`config.mk`:
```
export PLATFORM = sky130hd
export DESIGN_NAME = adc_acq_wingen_mc
export DESIGN_NICKNAME = d
export VERILOG_FILES = /design/src/rtl/adc_acq_pkg.sv /design/src/rtl/adc_acq_strobe_gen.sv /design/src/rtl/adc_acq_wingen_mc.sv
export SDC_FILE = /design/constraint.sdc
export NUM_CORES = 1
export LEC_CHECK = 0
export BUFFER_PORTS_ARGS = -buffer_cell sky130_fd_sc_hd__clkbuf_2
export CAP_MARGIN = 20
export CORE_ASPECT_RATIO = 0.6
export CORE_UTILIZATION = 25
export DETAILED_ROUTE_END_ITERATION = 16
export GPL_ROUTABILITY_DRIVEN = 0
export PLACE_DENSITY = 0.51
export RECOVER_POWER = 25
export SYNTH_ARGS = -nofsm -noshare
export SYNTH_HDL_FRONTEND = slang
export SYNTH_HIERARCHICAL = 1
export SYNTH_SLANG_ARGS = --single-unit
export TNS_END_PERCENT = 5
```
`constraint.sdc`:
```
create_clock -name i_clk -period 8.2 [get_ports i_clk]
set_clock_uncertainty 0.1 [all_clocks]
set_input_delay 0.41 -clock i_clk [delete_from_list [all_inputs] [get_ports i_clk]]
set_output_delay 0.41 -clock i_clk [all_outputs]
set_load 0.05 [all_outputs]
```
`src/rtl/adc_acq_pkg.sv`:
```
// Shared types, default widths and helpers for the ADC acquisition window generator.
package adc_acq_pkg;

  localparam int SPE_W_DEF     = 32;
  localparam int ADC_DLY_W_DEF = 32;
  localparam int DECIM_W_DEF   = 8;
  localparam int ECHO_W_DEF    = 16;

  typedef enum logic [1:0] {
    ST_IDLE  = 2'd0,
    ST_DELAY = 2'd1,
    ST_ACQ   = 2'd2,
    ST_DRAIN = 2'd3
  } acq_state_t;

  // A stride of zero would never produce a second strobe, so it is treated as one.
  function automatic logic [31:0] eff_decim(input logic [31:0] d);
    logic [31:0] v;
    if (d == 32'd0) begin
      v = 32'd1;
    end else begin
      v = d;
    end
    return v;
  endfunction

endpackage

```
`src/rtl/adc_acq_strobe_gen.sv`:
```
// Stride counter producing the decimated sample strobe once an echo starts sampling.
module adc_acq_strobe_gen
#(
  parameter int DECIM_WIDTH = 8
)
(
  input  logic                   i_clk,
  input  logic                   i_reset,
  input  logic                   i_start,
  input  logic [DECIM_WIDTH-1:0] i_decim,
  input  logic                   i_stop,
  output logic                   o_strobe
);

  logic                   r_active;
  logic                   r_strobe;
  logic [DECIM_WIDTH-1:0] r_cnt;

  // Start issues a strobe in the next cycle; r_cnt then counts down the cycles to the next one.
  always_ff @(posedge i_clk) begin
    if (i_reset) begin
      r_active <= 1'b0;
      r_strobe <= 1'b0;
      r_cnt    <= '0;
    end else if (i_stop) begin
      r_active <= 1'b0;
      r_strobe <= 1'b0;
      r_cnt    <= '0;
    end else if (i_start) begin
      r_active <= 1'b1;
      r_strobe <= 1'b1;
      r_cnt    <= i_decim;
    end else if (r_active) begin
      if ((r_cnt == DECIM_WIDTH'(0)) || (r_cnt == DECIM_WIDTH'(1))) begin
        r_strobe <= 1'b1;
        r_cnt    <= i_decim;
      end else begin
        r_strobe <= 1'b0;
        r_cnt    <= r_cnt - DECIM_WIDTH'(1);
      end
    end else begin
      r_strobe <= 1'b0;
      r_cnt    <= '0;
    end
  end

  assign o_strobe = r_strobe;

endmodule

```
`src/rtl/adc_acq_wingen_mc.sv`:
```
// Converts the sequencer acquisition window into a delayed, decimated ADC sample-strobe
// train, counts echoes across a CPMG train and keeps sticky window-timing fault flags.
module adc_acq_wingen_mc
  import adc_acq_pkg::*;
#(
  parameter int SAMPLES_PER_ECHO_WIDTH = SPE_W_DEF,
  parameter int ADC_INIT_DELAY_WIDTH   = ADC_DLY_W_DEF,
  parameter int DECIM_WIDTH            = DECIM_W_DEF,
  parameter int ECHO_CNT_WIDTH         = ECHO_W_DEF
)
(
  input  logic                              i_clk,
  input  logic                              i_reset,
  input  logic [ADC_INIT_DELAY_WIDTH-1:0]   i_adc_init_delay,
  input  logic [SAMPLES_PER_ECHO_WIDTH-1:0] i_samples_per_echo,
  input  logic [DECIM_WIDTH-1:0]            i_decim,
  input  logic [ECHO_CNT_WIDTH-1:0]         i_num_echoes,
  input  logic                              i_trunc_mode,
  input  logic                              i_err_clr,
  input  logic                              i_acq_wnd,
  output logic                              o_acq_en,
  output logic                              o_acq_gate,
  output logic                              o_busy,
  output logic                              o_echo_done,
  output logic                              o_train_done,
  output logic [ECHO_CNT_WIDTH-1:0]         o_echo_idx,
  output logic                              o_err_short_wnd,
  output logic                              o_err_overlap
);

  acq_state_t                        r_state;
  logic                              r_wnd_prev;
  logic [ADC_INIT_DELAY_WIDTH-1:0]   r_delay;
  logic [SAMPLES_PER_ECHO_WIDTH-1:0] r_left;
  logic [DECIM_WIDTH-1:0]            r_decim;
  logic                              r_trunc;
  logic [ECHO_CNT_WIDTH-1:0]         r_num;
  logic [ECHO_CNT_WIDTH-1:0]         r_echo_idx;
  logic                              r_echo_done;
  logic                              r_train_done;
  logic                              r_gate;
  logic                              r_err_short;
  logic                              r_err_overlap;

  logic                              w_idle;
  logic                              w_rise;
  logic [DECIM_WIDTH-1:0]            w_decim_in;
  logic [DECIM_WIDTH-1:0]            w_decim;
  logic                              w_strobe;
  logic                              w_cut;
  logic                              w_abort_dly;
  logic                              w_start;
  logic                              w_last;
  logic                              w_stop;
  logic                              w_zero_echo;
  logic                              w_enter_drain;
  logic                              w_short_set;
  logic                              w_ovl_set;
  logic [ECHO_CNT_WIDTH-1:0]         w_num_use;
  logic [ECHO_CNT_WIDTH-1:0]         w_idx_inc;
  logic                              w_train_end;

  assign w_idle      = (r_state == ST_IDLE);
  assign w_rise      = i_acq_wnd & ~r_wnd_prev;
  assign w_decim_in  = DECIM_WIDTH'(eff_decim(32'(i_decim)));
  // The stride is taken straight from the input when sampling starts in the rise cycle.
  assign w_decim     = w_idle ? w_decim_in : r_decim;

  // In truncating mode a low window kills the strobe in the very cycle it is seen low.
  assign w_cut       = (r_state == ST_ACQ) & r_trunc & ~i_acq_wnd;
  assign w_abort_dly = (r_state == ST_DELAY) & r_trunc & ~i_acq_wnd;

  assign w_zero_echo = w_idle & w_rise & (i_samples_per_echo == '0);
  assign w_start     = (w_idle & w_rise & (i_samples_per_echo != '0) & (i_adc_init_delay == '0))
                     | ((r_state == ST_DELAY) & ~w_abort_dly
                        & (r_delay <= ADC_INIT_DELAY_WIDTH'(1)));
  assign w_last      = (r_state == ST_ACQ) & w_strobe & (r_left <= SAMPLES_PER_ECHO_WIDTH'(1));
  assign w_stop      = w_cut | w_last;
  assign w_enter_drain = w_zero_echo | w_abort_dly | w_stop;

  assign w_short_set = ((r_state == ST_DELAY) | (r_state == ST_ACQ)) & ~i_acq_wnd;
  assign w_ovl_set   = w_rise & ~w_idle;

  // The train length is captured at the first echo; a zero-sample first echo ends in the
  // same edge it starts, so it must see the live input.
  assign w_num_use   = (w_idle && (r_echo_idx == '0)) ? i_num_echoes : r_num;
  assign w_idx_inc   = r_echo_idx + ECHO_CNT_WIDTH'(1);
  assign w_train_end = (w_num_use != '0) & (w_idx_inc == w_num_use);

  adc_acq_strobe_gen #(
    .DECIM_WIDTH (DECIM_WIDTH)
  ) u_strobe_gen (
    .i_clk    (i_clk),
    .i_reset  (i_reset),
    .i_start  (w_start),
    .i_decim  (w_decim),
    .i_stop   (w_stop),
    .o_strobe (w_strobe)
  );

  // Echo sequencing FSM with echo counting, sticky fault flags and status registers.
  always_ff @(posedge i_clk) begin
    if (i_reset) begin
      r_state       <= ST_IDLE;
      // Tracking the window through reset keeps a window held high from looking like a rise.
      r_wnd_prev    <= i_acq_wnd;
      r_delay       <= '0;
      r_left        <= '0;
      r_decim       <= '0;
      r_trunc       <= 1'b0;
      r_num         <= '0;
      r_echo_idx    <= '0;
      r_echo_done   <= 1'b0;
      r_train_done  <= 1'b0;
      r_gate        <= 1'b0;
      r_err_short   <= 1'b0;
      r_err_overlap <= 1'b0;
    end else begin
      r_wnd_prev    <= i_acq_wnd;
      r_err_short   <= w_short_set | (r_err_short & ~i_err_clr);
      r_err_overlap <= w_ovl_set | (r_err_overlap & ~i_err_clr);

      if (w_enter_drain) begin
        r_echo_done  <= 1'b1;
        r_train_done <= w_train_end;
        r_echo_idx   <= w_train_end ? '0 : w_idx_inc;
      end else begin
        r_echo_done  <= 1'b0;
        r_train_done <= 1'b0;
      end

      case (r_state)
        ST_IDLE: begin
          if (w_rise) begin
            r_trunc <= i_trunc_mode;
            r_decim <= w_decim_in;
            r_left  <= i_samples_per_echo;
            r_delay <= i_adc_init_delay;
            if (r_echo_idx == '0) begin
              r_num <= i_num_echoes;
            end else begin
              r_num <= r_num;
            end
            if (i_samples_per_echo == '0) begin
              r_state <= ST_DRAIN;
            end else if (i_adc_init_delay == '0) begin
              r_state <= ST_ACQ;
              r_gate  <= 1'b1;
            end else begin
              r_state <= ST_DELAY;
            end
          end else begin
            r_state <= ST_IDLE;
          end
        end
        ST_DELAY: begin
          if (w_abort_dly) begin
            r_state <= ST_DRAIN;
          end else if (w_start) begin
            r_state <= ST_ACQ;
            r_gate  <= 1'b1;
          end else begin
            r_delay <= r_delay - ADC_INIT_DELAY_WIDTH'(1);
          end
        end
        ST_ACQ: begin
          if (w_stop) begin
            r_state <= ST_DRAIN;
            r_gate  <= 1'b0;
          end else if (w_strobe) begin
            r_left <= r_left - SAMPLES_PER_ECHO_WIDTH'(1);
          end else begin
            r_left <= r_left;
          end
        end
        ST_DRAIN: begin
          r_state <= ST_IDLE;
        end
        default: begin
          r_state <= ST_IDLE;
          r_gate  <= 1'b0;
        end
      endcase
    end
  end

  assign o_acq_en        = w_strobe & ~w_cut;
  assign o_acq_gate      = r_gate & ~w_cut;
  assign o_busy          = ~w_idle;
  assign o_echo_done     = r_echo_done;
  assign o_train_done    = r_train_done;
  assign o_echo_idx      = r_echo_idx;
  assign o_err_short_wnd = r_err_short;
  assign o_err_overlap   = r_err_overlap;

endmodule

```
; After elaboration in Yosys (flattened, before gate mapping)
; Cells that the tools add are included.
[word_totals]
regBits = 123
latch_bits = 0
ramBits = 0
rom_bits = 0
in_bits = 93
wordCells = 125
mem_count = 0
[classes]
add_sub_neg = 4
multipliers = 0
n_div = 0
order_cmp = 2
eq_ne = 15
shifts = 0
mux = 33
bitwise = 34
reduce_logical = 21
[ops]
columns = operator, count
row1 = 32-bit two-way mux, 6
row2 = 32-bit case mux with 2 select lines, 2
row3 = "32-bit by 1-bit <= comparator with 1-bit output, second input constant", 2
row4 = 32-bit logical NOT, 2
row5 = "32-bit by 1-bit subtractor with 32-bit output, second input constant", 2
row6 = 8-bit two-way mux, 5
row7 = 16-bit two-way mux, 2
row8 = 32-bit nonzero test, 1
row9 = 1-bit AND, 20
row10 = "16-bit by 1-bit adder with 16-bit output, second input constant", 1
row11 = 16-bit == test, 1
row12 = 16-bit logical NOT, 1
row13 = 8-bit logical NOT, 2
row14 = 16-bit nonzero test, 1
row15 = 2-bit two-way mux, 6
row16 = 1-bit two-way mux, 10
row17 = "2-bit inequality test, second input constant", 5
row18 = "8-bit by 1-bit == test with 1-bit output, second input constant", 1
row19 = "2-bit by 1-bit inequality test with 1-bit output, second input constant", 4
row20 = 2-bit case mux with 4 select lines, 1
row21 = 4-bit AND reduction, 2
row22 = "8-bit by 1-bit subtractor with 8-bit output, second input constant", 1
row23 = 1-bit inverter, 7
row24 = 1-bit OR, 7
row25 = 13 further kinds, 17

; Logic depth before layout (Yosys ltp)
[logic_depth]
depth_word = 10
ltp_mapped = 13
mapped_depth_nobuf = 12

; By module
; The synthesis kept the hierarchy.
[by_module_without_submodules]
columns = mod, n_inst, cells_each, area_each_um2, seq_area_each_um2
row1 = adc_acq_wingen_mc, 1, 949, 7018.0, 2262.2
row2 = adc_acq_strobe_gen, 1, 54, 520.5, 200.2

; Least setup slack after synthesis
; OpenSTA, ideal clock, no wires.
[synth_path]
path_kind = register to register
from = register r_echo_idx[0], in the netlist o_echo_idx[0]
to = register r_echo_idx[12], in the netlist o_echo_idx[12]
setup_time_ns = 0.116
t_arrival_ns = 2.994
setup_slack_ns = 4.990
path_stages_with_launch = 13
n_path_buf = 2
path_cell_list = dfxtp_1 > inv_1 > ha_1 > nor4b_1 > nand4_2 > buf_6 > mux2i_1 > xnor2_1 > nand3_1 > or4_4 > o31ai_4 > buf_4 > nor2_1
[synth_via]
elab_chain_cells = 6
[synth_lines]
columns = item, line
row1 = "start, declared", adc_acq_wingen_mc.sv:38  ; logic [ECHO_CNT_WIDTH-1:0] r_echo_idx;
row2 = "start signal, assigned", adc_acq_wingen_mc.sv:126  ; r_echo_idx <= w_train_end ? '0 : w_idx_inc;
row3 = "parallel branches: the longest is 5 deep, another holds 16-bit by 1-bit adder with 16-bit output", --
row4 = 16-bit two-way mux (*), adc_acq_wingen_mc.sv:126
; Mark *: on every way between the ends.
; A chain may end at the register's enable or synchronous reset.

==> flow_summary.toml <==
[route]
first_iter_violations = 701
firstDrtPassIters = 6
wl_um = 25050
vias = 7709
drc_errors = 0
via_per_inst = 5.160
ant_nets = 0
wl_per_cell_um = 16.77

[cts]
cts_tree = "yes"
cts_buffers = 17
clkLatencyLatePin_ns = 0.43
clock-sinks = 123
cts-root-buf = "clkbuf_16"
clk_pin_slew_worst_paths_ns = 0.06
postCtsSetupRepairBufs = 0
cts_hold_buf = 0
cts_buffer_depth = 2
h-tree-depth = 4
cts-resized-gates = 0

[status]
violations = "max-capacitance violations, max-slew violations"
outcome = "complete, but fails checks"

[synth]
ys_types = 65
ys_dominant_reg_cell = "dfxtp_1"
synth_nets = 1108
synth_area_leaders = "dfxtp_1 33%, nand2_1 7.3%, a21oi_1 6.1%"
syn_inst = 1003
synth_most_common_cell = "nand2_1"
async_flop_share_pct = 0
synth.avg_cell_area_um2 = 7.516
yosysWarningCount = 6
synth_edf_count = 0
syn_area_um2 = 7538
yosys.area.top_type = "dfxtp_1"
synth-seq-cells = 123
synth_top_area_share_pct = 32.66
synth_seq_area_share_pct = 32.66
synthTopCellsByCount = "147 x nand2_1, 123 x dfxtp_1, 93 x nor2_1"

[place]
dp_cells = 1460
post-place-ws_ns = 4.149
place_hpwl_um = 17980
port_buffers = 115
placed_cell_area_um2 = 8441

[sta]
worst-slew-pin-transition_ns = 3.817
hold_viol = 0
fin_ws_ns = 3.087
period_share_pct = 62.35
final-max-slew-violation-count = 74
setup_viol = 0
finalSetupTns_ns = 0
slew_headroom_pct = -154.5
fmax_mhz = 195.6
min_period_ns = 5.113
rsz0062_at_grt = "false"

[floorplan]
rows = 48
core_um2 = 29190
ios = 116
initial_core_util_pct = 25.83
die_y_um = 136.5
die_area_um2 = 30870
die_x_um = 226.2

[grt]
grt_max_degree = 74
antenna_found_initial = 0
grt_pass1_wl_um = 39480
grtUsageTotal_pct = 16.60
grt_overflow_total = 0
grt_pass1_vias = 6913

[worst_setup_path]
critPathMaxFanout = 73
slowest_delay_ns = 2.74
start_kind = "input port"
cp_cell_sequence = "clkbuf_1 > clkbuf_1 > inv_1 > and2_1 > nand2_1 > o21ai_0"
cp_common_cell = "clkbuf_1"
crit_path_end_kind = "flop"
cp_slowest_cell = "clkbuf_1"
cp.required_ns = 8.40
cp.arrival_ns = 5.32
worstSetupPathType = "input port to flop"

[cells_and_area]
stdcell_count = 1494
fin_nets = 1186
fin_area_um2 = 8995
final_layout_size_suffix_gt1_share_pct = 14.81
area_delta_synth_final_pct = 19.32
diodes = 0

[power_and_ir_drop]
cellLeakagePower_nw = 3.167
power.density_nw_per_um2 = 306.1
vdd_ir_drop_max_mv = 0.1220

[hold_path]
min_path_type = "input port to flop"

[run]
drv_cap = 1
-- metrics by stage --
step	util, %	hold WS, ns	total power, W
final	30.82	0.08133	0.002753
after global routing	30.82	0.07737	0.002947
after CTS	30.92	0.02161	0.002754
after detailed placement	28.92	0.3459	0.001969
after global placement	28.88	0.3392	0.001965
after floorplan	-	0.3338	0.001677
-- critical path, delay by kind of cell --
kind / cells / cell delay (ns)
AO/OA/AOI/OAI: 1 / 0.07
buffers and inverters: 3 / 4.26
AND/OR/NAND/NOR: 2 / 0.52
-- state kept, by name (all words and copies together), names as in the netlist --
register	cells
r_delay	32
r_left	32
o_echo_idx	16
r_num	16
r_decim	8
u_strobe_gen/r_cnt	8
r_state	2
o_echo_done	1
o_err_overlap	1
o_err_short_wnd	1
o_train_done	1
r_gate	1
r_trunc	1
r_wnd_prev	1
u_strobe_gen/o_strobe	1
u_strobe_gen/r_active	1
-- kinds of logic after synthesis --
group | count (synthesis) | share of synthesized area [%]
adder cells (fa/ha/maj) | 12 | 1.992
AND/OR/NAND/NOR | 426 | 28.03
flip-flops | 123 | 32.66
buffers and inverters | 94 | 4.896
AO/OA/AOI/OAI | 279 | 23.65
XOR/XNOR | 44 | 5.295
multiplexers | 25 | 3.469
-- path summary, 6_finish.rpt --
check | from | depth (start not counted) | endpoint | slack, ns
max | i_reset | 6 | o_echo_idx[0]$_SDFFE_PP0P_ | 3.09
min | i_acq_wnd | 1 | r_wnd_prev$_DFF_P_ | 0.08
max reg2reg | r_state[0]$_SDFFE_PP0P_ | 10 | o_echo_idx[13]$_SDFFE_PP0P_ | 4.10
min reg2reg | r_decim[3]$_SDFFE_PP0P_ | 2 | r_decim[3]$_SDFFE_PP0P_ | 0.35
-- final cells by class --
type	count	area [um^2]
Multi-Input combinational cell	786	4731
Fill cell	3181	20190
Inverter	28	105.1
Sequential cell	123	2462
Clock inverter	13	142.6
Timing Repair Buffer	125	610.6
Tap cell	400	500.5
Clock buffer	19	442.9
-- layer usage --
metal / global-route usage (%) / part of all wire (%)
met5: 0 / 0
met3: 4.294 / 6.9
met1: 26.41 / 54
met4: 4.842 / 1.2
met2: 20.74 / 38
-- layout by cell type, fill, tap and decap left out, types with 9 or more instances in the layout --
cell type  count
a22oi_1       15
mux2_2         9
nand3_1       22
nor4_1        40
mux2i_1       16
nand4_1       16
clkbuf_16     17
xnor2_1       32
xor2_1        11
o31ai_1       10
clkbuf_1      28
o21ai_0       53
or4_1         12
nor2_1        93
a211oi_1      32
o2bb2ai_1     14
nand2_1      147
or3_1          9
nand2b_1      12
a21oi_1       92
dfxtp_1      123
ha_1          10
inv_1         28
o22ai_1       15
nor3_1        30
clkbuf_2      92
-- power by group --
part	leakage, nW	internal (W)	total (W)	switching, W
combinational	1.89	0.000403	0.00115	0.000742
sequential	1.00	0.000714	0.000836	0.000123
clock	0.272	0.000456	0.000771	0.000315
(Power assumes the default switching activity.)
